<file path="src/rtl/ripple_carry_adder_if.sv">
// Handshake/data bundle for ripple_carry_adder; o_overflow exists only when
// RIPPLE_CARRY_ADDER_OVERFLOW_EN is defined.
interface ripple_carry_adder_if #(
    parameter int WIDTH = 2
);
    logic               i_valid;
    logic [WIDTH-1:0]   i_add_term1;
    logic [WIDTH-1:0]   i_add_term2;
    logic [WIDTH:0]     o_result;
    logic               o_valid;
`ifdef RIPPLE_CARRY_ADDER_OVERFLOW_EN
    logic               o_overflow;

    modport master (
        output i_valid, i_add_term1, i_add_term2,
        input  o_result, o_valid, o_overflow
    );
    modport slave (
        input  i_valid, i_add_term1, i_add_term2,
        output o_result, o_valid, o_overflow
    );
`else
    modport master (
        output i_valid, i_add_term1, i_add_term2,
        input  o_result, o_valid
    );
    modport slave (
        input  i_valid, i_add_term1, i_add_term2,
        output o_result, o_valid
    );
`endif
endinterface

</file>
<file path="src/rtl/ripple_carry_adder.sv">
// Registered unsigned adder built from an explicit full-adder ripple chain.
// Optional signed-overflow flag under macro RIPPLE_CARRY_ADDER_OVERFLOW_EN.
module ripple_carry_adder #(
    parameter int WIDTH = 2
) (
    input  logic                 i_clk,
    input  logic                 i_rst,
    ripple_carry_adder_if.slave  bus
);
    logic [WIDTH:0]   carry_s;
    logic [WIDTH-1:0] sum_s;
    logic [WIDTH:0]   result_d;
    logic [WIDTH:0]   result_q;
    logic             valid_d;
    logic             valid_q;

    assign carry_s[0] = 1'b0;

    // One full adder per bit; carry only ever moves from bit i to bit i+1.
    for (genvar i = 0; i < WIDTH; i++) begin : g_fa
        assign sum_s[i]       = bus.i_add_term1[i] ^ bus.i_add_term2[i] ^ carry_s[i];
        assign carry_s[i+1]   = (bus.i_add_term1[i] & bus.i_add_term2[i])
                              | (carry_s[i] & (bus.i_add_term1[i] ^ bus.i_add_term2[i]));
    end

    // Next-state select: load on valid, otherwise hold the last result.
    always_comb begin
        result_d = result_q;
        valid_d  = bus.i_valid;
        if (bus.i_valid) begin
            result_d = {carry_s[WIDTH], sum_s};
        end else begin
            result_d = result_q;
        end
    end

    // Output registers, cleared asynchronously by reset.
    always_ff @(posedge i_clk or posedge i_rst) begin
        if (i_rst) begin
            result_q <= {(WIDTH+1){1'b0}};
            valid_q  <= 1'b0;
        end else begin
            result_q <= result_d;
            valid_q  <= valid_d;
        end
    end

    assign bus.o_result = result_q;
    assign bus.o_valid  = valid_q;

`ifdef RIPPLE_CARRY_ADDER_OVERFLOW_EN
    logic overflow_d;
    logic overflow_q;

    // Signed overflow: carry into the sign bit differs from carry out of it.
    always_comb begin
        overflow_d = overflow_q;
        if (bus.i_valid) begin
            overflow_d = carry_s[WIDTH] ^ carry_s[WIDTH-1];
        end else begin
            overflow_d = overflow_q;
        end
    end

    // Overflow flag register, same load/hold/reset behaviour as the result.
    always_ff @(posedge i_clk or posedge i_rst) begin
        if (i_rst) begin
            overflow_q <= 1'b0;
        end else begin
            overflow_q <= overflow_d;
        end
    end

    assign bus.o_overflow = overflow_q;
`endif
endmodule

</file>
<file path="src/flat_wrapper.sv">
// flat-port wrapper written by rule: the top's interface ports become plain ports
module ripple_carry_adder_flat 
#(
    parameter int WIDTH = 2
)
  (i_clk, i_rst, bus_i_valid, bus_i_add_term1, bus_i_add_term2, bus_o_result, bus_o_valid);
  ripple_carry_adder_if #(.WIDTH(WIDTH)) bus_i ();
  input  logic i_clk;
  input  logic i_rst;
  input wire logic [$bits(bus_i.i_valid)-1:0] bus_i_valid;
  input wire logic [$bits(bus_i.i_add_term1)-1:0] bus_i_add_term1;
  input wire logic [$bits(bus_i.i_add_term2)-1:0] bus_i_add_term2;
  output wire logic [$bits(bus_i.o_result)-1:0] bus_o_result;
  output wire logic [$bits(bus_i.o_valid)-1:0] bus_o_valid;
  assign bus_i.i_valid = bus_i_valid;
  assign bus_i.i_add_term1 = bus_i_add_term1;
  assign bus_i.i_add_term2 = bus_i_add_term2;
  assign bus_o_result = bus_i.o_result;
  assign bus_o_valid = bus_i.o_valid;
  ripple_carry_adder #(.WIDTH(WIDTH)) u_core (.i_clk(i_clk), .i_rst(i_rst), .bus(bus_i));
endmodule
</file>
<file path="config.mk">
export PLATFORM = sky130hd
export DESIGN_NAME = ripple_carry_adder_flat
export DESIGN_NICKNAME = d
export VERILOG_FILES = /design/src/rtl/ripple_carry_adder_if.sv /design/src/rtl/ripple_carry_adder.sv /design/src/flat_wrapper.sv
export SDC_FILE = /design/constraint.sdc
export NUM_CORES = 1
export LEC_CHECK = 0
export BUFFER_PORTS_ARGS = -buffer_cell sky130_fd_sc_hd__buf_4
export CORE_AREA = 2 2 39 41
export CTS_CLUSTER_DIAMETER = 80
export DETAILED_ROUTE_END_ITERATION = 12
export DIE_AREA = 0 0 41 43
export PLACE_DENSITY = 0.36
export SYNTH_ARGS = -nofsm -noshare
export SYNTH_HDL_FRONTEND = slang
export SYNTH_SLANG_ARGS = --single-unit
</file>
<file path="constraint.sdc">
create_clock -name i_clk -period 1.93 [get_ports i_clk]
set_clock_uncertainty 0.15 [all_clocks]
set_input_delay 0 -clock i_clk [delete_from_list [all_inputs] [get_ports i_clk]]
set_output_delay 0 -clock i_clk [all_outputs]
set_load 0.05 [all_outputs]
</file>
==> reports/metrics.yaml, run 1 <==
cells_and_area:
  regArea_um2: 100
  multi_input_area_um2: 66.3
  n_antenna_cell: 0
  syn2layout_area_growth_pct: 85.1
  nFillCells: 156
  finalNetCount: 43
  drive_above_1_share: 0.438
floorplan:
  die_area_um2: 1760
  io_pins: 11
  die_h_um: 43
  fp.dieW_um: 41
  core-area_um2: 1380
  rows: 14
  initial_core_util: 0.134
sta:
  slew_headroom: 0.918
  hold_violations: 0
  tightest_slew_ns: 0.119
  drv_slew: 0
  rsz0062_at_grt: "no"
  max_freq_mhz: 565
  period_minus_slack_ns: 1.77
  final.period_utilization: 0.918
  tns_ns: 0
  finalSetupViolCount: 0
global_route:
  grt_pass1_wl_um: 524
  grtUsageMet2: 0.0594
  gr-usage-met3: 0.0785
  globalRoute.totalOverflow: 0
  track_usage: 0.0525
  busiest_layer: "met3"
  gr-usage-met1: 0.0490
  antenna_found_initial: 0
  grt_max_degree: 6
  grt_pass1_vias: 144
run:
  max_cap_viol_count: 0
pwr:
  power_density_nw_per_um2: 878
  power_mw: 0.301
  peakVddDrop_mv: 0.386
  p_leak_nw: 0.181
logic_synthesis:
  yosysTopAreaCell: "dfrtp_1"
  avgSynthCellArea_um2: 12.3
  synth_xor_xnor_area_share: 0
  synth_top_area_share: 0.541
  synth_edf_count: 0
  synth_common_cells: "inv_1 (5), dfrtp_1 (4)"
  yosysMostFrequentCell: "inv_1"
  synthArstFlopShare: 1.00
  ys.flop_type: "dfrtp_1"
  synth_area_um2: 185
  synth_adder_area_share: 0.176
  ys_warn_count: 0
  synthMuxAreaShare: 0.135
  ys_ff_latch: 4
  synth_fp_nets: 24
  synthSimpleGateAreaFrac: 0.0203
  synth_top_family_by_area: "adder cells"
  synth.area.top_cells: "dfrtp_1 (54%), fa_1 (11%), inv_1 (10%)"
  synthCells: 15
  ys_seq_area_frac: 0.541
  ys_types: 8
  synth_compound_area_frac: 0.0270
routing:
  wl_per_cell_um: 7.92
  drc: 0
  routed_wl_um: 380
  dr.pass1.iters: 1
  drtAntennaViolNets: 0
  drtIter0Drc: 0
  vias: 161
  vias_per_cell: 3.35
setup_path:
  crit_arrival_ns: 1.74
  cp-end-kind: "flip-flop"
  worstRegToRegCells: 1
  cp-start-kind: "input port"
  worstSetupPathType: "in2reg"
  reg2reg_slack_ns: 1.02
  cp.required_ns: 1.90
  regToRegStartpoint: "u_core.bus.o_result[0]"
  cp_max_fo: 1
  r2r-end: "u_core.bus.o_result[0]"
clock_network:
  clock-root-buffer: "clkbuf_4"
  numCtsBuffers: 3
  cts_buffer_depth: 2
  clkLatencyLatePin_ns: 0.24
  cts_setup_buffers: 0
  clkSinkCount: 4
  cts.htree.levels: 1
  cts_tree: "built"
  cts_resized: 0
  clk_pin_slew_worst_paths_ns: 0.04
run_status:
  outcome: "finished clean"
worst_hold_path:
  hold_class: "in2async"
placement:
  port_buffers: 10
  dpl.hpwl_um: 278
  place.gp.congestion: 0.530
## cells by family (layout without fill, tap and decap cells)
group,after synthesis,in the layout
compound gates,1,1
fa+ha+maj,2,2
buf+inv,5,22
flops,4,4
mux,2,2
simple gates,1,1
## through the flow
| stage | setup slack (ns) | cell area (um2) | instances | util | hold slack [ns] |
|---|---|---|---|---|---|
| floorplan | 0.786 | 185 | 15 | - | -0.384 |
| global placement | 0.798 | 280 | 41 | 0.203 | -0.253 |
| detailed placement | 0.799 | 280 | 41 | 0.203 | -0.251 |
| CTS | 0.168 | 343 | 48 | 0.248 | 0.0515 |
| global route | 0.145 | 343 | 48 | 0.248 | 0.0677 |
| finish | 0.159 | 343 | 48 | 0.248 | 0.0478 |
## sequential cells by signal, indices dropped and copies added, names as in the netlist
| name | cells |
|---|---|
| u_core.bus.o_result | 3 |
| u_core.bus.o_valid | 1 |
## report_power, final
part	switching (mW)	internal [mW]
logic	0.0558	0.0384
registers	0.00554	0.0950
clock network	0.0367	0.0697
## layout make-up
type                            instances  area share
Sequential cell                         4       0.292
Multi-Input combinational cell          6       0.193
Timing Repair Buffer                   14       0.336
Clock buffer                            3      0.0657
Tap cell                               16      0.0584
Inverter                                5      0.0547
## how the worst max path moves through the flow
stage / startpoint / to / slack (ns) / depth (start not counted)
floorplan: u_core.bus.o_result[0] / u_core.bus.o_result[0] / 0.79 / 1
global placement: bus_i_add_term2[0] / u_core.bus.o_result[1] / 0.80 / 5
detailed placement: bus_i_add_term2[0] / u_core.bus.o_result[1] / 0.80 / 5
CTS: bus_i_add_term1[0] / u_core.bus.o_result[0] / 0.17 / 5
global route: bus_i_add_term1[0] / u_core.bus.o_result[0] / 0.14 / 5
finish: bus_i_add_term1[0] / u_core.bus.o_result[0] / 0.16 / 5
## critical path, stage by stage
cell           delay (ns)
dlygate4sd3_1        0.54
buf_4                0.13
ha_1                 0.25
dlygate4sd3_1        0.56
mux2_4               0.26
## layout by cell type (no fill, tap or decap), drive strengths merged
cell         netlist  layout
mux2               1       1
nor2               1       1
a21oi              1       1
dlygate4sd3        0       4
buf                0      10
clkbuf             0       3
mux2i              1       1
inv                5       5
dfrtp              4       4
ha                 1       1
fa                 1       1
## what timing repair did
action                     in CTS  in global routing
setup endpoints to repair       0                  0
hold buffers                    4                  0
hold endpoints to repair        8                  0
## routing by layer
layer | part of all wire | wire length (um)
met1 | 0.41 | 156
met5 | 0 | 0
met4 | 0 | 0
met2 | 0.43 | 165
met3 | 0.16 | 59
(Power assumes the default switching activity.)
==> run 2: changes to the inputs <==
- PLACE_DENSITY: 0.36 -> unset
- PLACE_DENSITY_LB_ADDON: unset -> 0.25
- clock period: 1.93 -> 2.1 ns (I/O delays scaled with it)
==> run 2 against run 1 <==
  * Cell area did not move
  * Clock power fell by 9%
  * Critical endpoint unchanged
  * Critical path type unchanged
  * Utilization did not move
  * Highest routed layer unchanged
  * Critical path depth did not move
  * Routed wire length fell by 3.2%
  * Non-clock buffer count did not move
  * Sequential cell count did not move
  * Register-to-register slack improved by 0.16 ns
  * Total power fell by 8.5%
==> reports/metrics.yaml, run 2 (synthesized netlist as in run 1, its figures left out) <==
pwr:
  switching_share: 0.322  # -0.00328
  power_mw: 0.276  # -8.5%
  intPower_mw: 0.187  # -8.1%
  p_switching_mw: 0.0888  # -9.4%
  combPwrFrac: 0.315  # +0.002
  p_leak_nw: 0.181  # unchanged
  power_density_nw_per_um2: 804  # -8.5%
  peakVddDrop_mv: 0.274  # -29%
  clock_power_share: 0.350  # -0.004
  seq_power_share: 0.335  # about the same
setup_path:
  slowest_stage: "dlygate4sd3_1"
  reg2reg_slack_ns: 1.18  # +0.16 ns
  cp-start-kind: "input port"
  cp_max_fo: 1  # unchanged
  worstSetupPathType: "in2reg"
  cp.required_ns: 2.07  # +0.17 ns
  cp.buffers_inverters: 3  # unchanged
  worstRegToRegCells: 1  # unchanged
  path_delay_family: "buffers and inverters"
  cp-end-kind: "flip-flop"
  crit_arrival_ns: 1.73  # about the same
  cp.depth: 5  # unchanged
  cp_common_cell: "dlygate4sd3_1"
  path_cells: "dlygate4sd3_1, buf_4, ha_1, dlygate4sd3_1, mux2_4"
  critPathMaxStageDelay_ns: 0.55  # about the same
sta:
  max_freq_mhz: 568
  hold_violations: 0  # unchanged
  slew_headroom: 0.901  # -0.0174
  final.period_utilization: 0.838
  hold_ws_ns: 0.0494  # +0.00165 ns
  rsz0062_at_grt: "no"
  period_minus_slack_ns: 1.76
  drv_slew: 0  # unchanged
  tightest_slew_ns: 0.148  # +0.0293 ns
  finalSetupViolCount: 0  # unchanged
  tns_ns: 0  # unchanged
routing:
  dr.pass1.iters: 1  # unchanged
  vias_per_cell: 3.33  # -0.62%
  routed_wl_um: 368  # -3.2%
  wl_per_cell_um: 7.67  # -3.2%
  vias: 160  # -0.62%
  drc: 0  # unchanged
  drtAntennaViolNets: 0  # unchanged
  drtIter0Drc: 0  # unchanged
global_route:
  track_usage: 0.0494  # -0.00303
  grt_pass1_vias: 141  # -2.1%
  grt_max_degree: 6  # unchanged
  globalRoute.totalOverflow: 0  # unchanged
  grt_pass1_wl_um: 503  # -4.0%
  antenna_found_initial: 0  # unchanged
cells_and_area:
  final_cell_mix: "buf_4 (10), inv_1 (5), dlygate4sd3_1 (4), dfrtp_1 (4), clkbuf_4 (3)"
  finalNonFillerCells: 48  # unchanged
  n_antenna_cell: 0  # unchanged
  syn2layout_area_growth_pct: 85.1  # unchanged
  largest_register_ffs: 3  # unchanged
  final_common_cell: "buf_4"
  drive_above_1_share: 0.438  # unchanged
  finalNetCount: 43  # unchanged
placement:
  port_buffers: 10  # unchanged
  dpl.hpwl_um: 294  # +5.5%
  place.gp.congestion: 0.526  # -0.77%
  dp_cells: 41  # unchanged
clock_network:
  cts_resized: 0  # unchanged
  clk_pin_slew_worst_paths_ns: 0.04  # about the same
  cts_buffer_depth: 2  # unchanged
  clock-root-buffer: "clkbuf_4"
  numCtsBuffers: 3  # unchanged
  clkSinkCount: 4  # unchanged
  cts.htree.levels: 1  # unchanged
  cts_tree: "built"
  clkLatencyLatePin_ns: 0.23  # about the same
run:
  max_cap_viol_count: 0  # unchanged
floorplan:
  rows: 14  # unchanged
  fp.dieW_um: 41  # unchanged
  io_pins: 11  # unchanged
  initial_core_util: 0.134  # unchanged
  die_h_um: 43  # unchanged
  die_area_um2: 1760  # unchanged
  core-area_um2: 1380  # unchanged
worst_hold_path:
  hold_class: "in2async"
run_status:
  outcome: "finished clean"
-- run 2: cell counts in the layout (fill, tap and decap cells not counted) --
No cell type changed its count.
-- run 2: timing repair --
action,in CTS,in global routing
endpoints found under the hold margin,8,0
hold buffers,4,0
setup buffers,0,0
-- run 2: layout make-up --
| class | count | area [um2] |
|---|---|---|
| Inverter | 5 | 18.8 |
| Clock buffer | 3 | 22.5 |
| Tap cell | 16 | 20.0 |
| Sequential cell | 4 | 100 |
| Multi-Input combinational cell | 6 | 66.3 |
| Fill cell | 157 | 1040 |
| Timing Repair Buffer | 14 | 115 |
-- run 2: worst paths after layout --
| kind | start | to |
|---|---|---|
| max in group asynchronous | i_rst | u_core.bus.o_result[1] |
| worst min-delay path | i_rst | u_core.bus.o_result[0] |
| worst max register to register | u_core.bus.o_result[0] | u_core.bus.o_result[0] |
| worst max-delay path | bus_i_add_term1[0] | u_core.bus.o_result[0] |
| min in group i_clk | bus_i_add_term1[1] | u_core.bus.o_result[1] |
| worst min register to register | u_core.bus.o_result[1] | u_core.bus.o_result[1] |
-- run 2: tightest hold or removal path: cells and delay by family --
| kind | cells | cell delay (ns) |
|---|---|---|
| buffers and inverters | 3 | 0.78 |
-- run 2: through the flow --
stage / util / area (um2) / setup slack (ns)
2_1_floorplan: - / 185 / 0.956
3_3_place_gp: 0.203 / 280 / 0.976
3_5_place_dp: 0.203 / 280 / 0.969
4_1_cts: 0.248 / 343 / 0.339
5_1_grt: 0.248 / 343 / 0.324
6_report: 0.248 / 343 / 0.340
-- run 2: routing by layer --
layer  routed length [um]  global-route usage
met5                    0                   0
met4                    0              0.0400
met3                   47              0.0471
met2                  169              0.0656
met1                  150              0.0425
-- run 2: power groups by stage --
stage	clock network, mW	logic, mW	registers (mW)
CTS	0.101	0.0882	0.0926
detailed placement	0	0.0806	0.0937
global route	0.107	0.0937	0.0939
global placement	0	0.0805	0.0929
floorplan	0	0.0160	0.128
finish	0.0965	0.0868	0.0922
==> run 3: changes to the inputs <==
- clock period: 2.1 -> 1.4 ns (I/O delays scaled with it)
==> run 3 against run 2 <==
  * Via count is 4.4% lower
  * Clock power is 49% higher
  * Global-route usage is 0.50 points higher
  * Non-clock buffer count is 1 lower
  * Sequential cell count stayed put
  * Setup slack worse by 0.16 ns
  * Sequential share of layout area is 0.88 points higher
  * Final cell count is 2.1% lower
  * Combinational power is 49% higher
  * Largest cell class unchanged
==> reports/metrics.yaml, run 3 (synthesized netlist as in run 1, its figures left out) <==
sta:
  finalSetupViolCount: 0  # unchanged
  max_freq_mhz: 818
  slew_headroom: 0.920  # +0.0193
  drv_slew: 0  # unchanged
  hold_violations: 0  # unchanged
  tightest_slew_ns: 0.116  # -0.0322 ns
  final.period_utilization: 0.873
  rsz0062_at_grt: "no"
  period_minus_slack_ns: 1.22
  tns_ns: 0  # unchanged
  hold_ws_ns: 0.0544  # +0.00503 ns
routing:
  wl_per_cell_um: 7.91  # +3.2%
  drtAntennaViolNets: 0  # unchanged
  routed_wl_um: 372  # +1.1%
  vias_per_cell: 3.26  # -2.3%
  dr.pass1.iters: 3  # +2
  drc: 0  # unchanged
  drtIter0Drc: 5  # +5
  vias: 153  # -4.4%
clock_network:
  cts_tree: "built"
  clk_pin_slew_worst_paths_ns: 0.04  # about the same
  cts_resized: 0  # unchanged
  cts.htree.levels: 1  # unchanged
  cts_buffer_depth: 2  # unchanged
  clock-root-buffer: "clkbuf_4"
  clkLatencyLatePin_ns: 0.23  # about the same
  numCtsBuffers: 3  # unchanged
  clkSinkCount: 4  # unchanged
placement:
  place.gp.congestion: 0.526  # about the same
  dpl.hpwl_um: 287  # -2.1%
  port_buffers: 10  # unchanged
pwr:
  p_leak_nw: 0.177  # -2.3%
  power_density_nw_per_um2: 1230  # +54%
  peakVddDrop_mv: 0.393  # +44%
global_route:
  antenna_found_initial: 0  # unchanged
  globalRoute.totalOverflow: 0  # unchanged
  grt_max_degree: 6  # unchanged
  track_usage: 0.0545  # +0.00505
  grt_pass1_vias: 156  # +11%
  grt_pass1_wl_um: 565  # +12%
floorplan:
  fp.dieW_um: 41  # unchanged
  die_h_um: 43  # unchanged
  initial_core_util: 0.134  # unchanged
  core-area_um2: 1380  # unchanged
  die_area_um2: 1760  # unchanged
  io_pins: 11  # unchanged
  rows: 14  # unchanged
cells_and_area:
  final_common_cell: "buf_4"
  regArea_um2: 100  # unchanged
  syn2layout_area_growth_pct: 79.7
  multi_input_area_um2: 66.3  # unchanged
  drive_above_1_share: 0.452  # +0.0141
  fin_util: 0.241  # -0.00723
  final_cell_mix: "buf_4 (10), inv_1 (5), dfrtp_1 (4)"
  finalNetCount: 42  # -2.3%
  largest_register_ffs: 3  # unchanged
  n_antenna_cell: 0  # unchanged
  nFillCells: 155  # -1.3%
setup_path:
  crit_arrival_ns: 1.19  # -0.54 ns
  worstRegToRegCells: 1  # unchanged
  r2r-end: "u_core.bus.o_result[0]"
  regToRegStartpoint: "u_core.bus.o_result[0]"
  cp_max_fo: 1  # unchanged
  worstSetupPathType: "in2reg"
  cp.required_ns: 1.37  # -0.70 ns
  cp-end-kind: "flip-flop"
  cp-start-kind: "input port"
  reg2reg_slack_ns: 0.49  # -0.69 ns
run:
  max_cap_viol_count: 0  # unchanged
run_status:
  outcome: "finished clean"
worst_hold_path:
  hold_class: "in2async"
==> run 3: layout make-up <==
class | instances | area share
clock buffer | 3 | 0.0677
tap | 16 | 0.0602
timing repair buffer | 13 | 0.316
inverter | 5 | 0.0564
multi-input combinational | 6 | 0.199
sequential | 4 | 0.301
==> run 3: worst max-delay path by stage <==
stage	startpoint	endpoint	slack, ns	depth (start not counted)
global route	bus_i_add_term2[0]	u_core.bus.o_result[0]	0.15	4
finish	bus_i_add_term2[0]	u_core.bus.o_result[0]	0.18	4
CTS	bus_i_add_term2[0]	u_core.bus.o_result[0]	0.18	4
detailed placement	bus_i_add_term2[0]	u_core.bus.o_result[1]	0.26	5
global placement	bus_i_add_term2[0]	u_core.bus.o_result[1]	0.27	5
floorplan	u_core.bus.o_result[0]	u_core.bus.o_result[0]	0.26	1
==> run 3: repair_timing <==
item,in CTS,in global routing
hold buffers,3,0
buffers inserted,0,0
hold endpoints to repair,8,0
==> run 3: where the power goes <==
part           internal [mW]  switching, mW  leakage, nW
logic                 0.0515         0.0773        0.117
registers              0.131        0.00681       0.0465
clock network         0.0960         0.0481       0.0138
==> run 3: layer usage <==
metal / global-route usage / routed length (um)
met1: 0.0523 / 144
met2: 0.0719 / 178
met3: 0.0471 / 49
met4: 0.0400 / 0
met5: 0 / 0
==> run 3: stage by stage <==
step	instance area, um2	setup slack [ns]	std cells	power, mW
floorplan	185	0.256	15	0.216
global placement	280	0.274	41	0.260
detailed placement	280	0.257	41	0.261
CTS	333	0.177	47	0.420
global route	333	0.150	47	0.441
finish	333	0.177	47	0.411
==> run 3: worst max-delay path, cell delays in order <==
cell and delay, ns:
buf_4 0.11, ha_1 0.27, dlygate4sd3_1 0.55, mux2_4 0.26
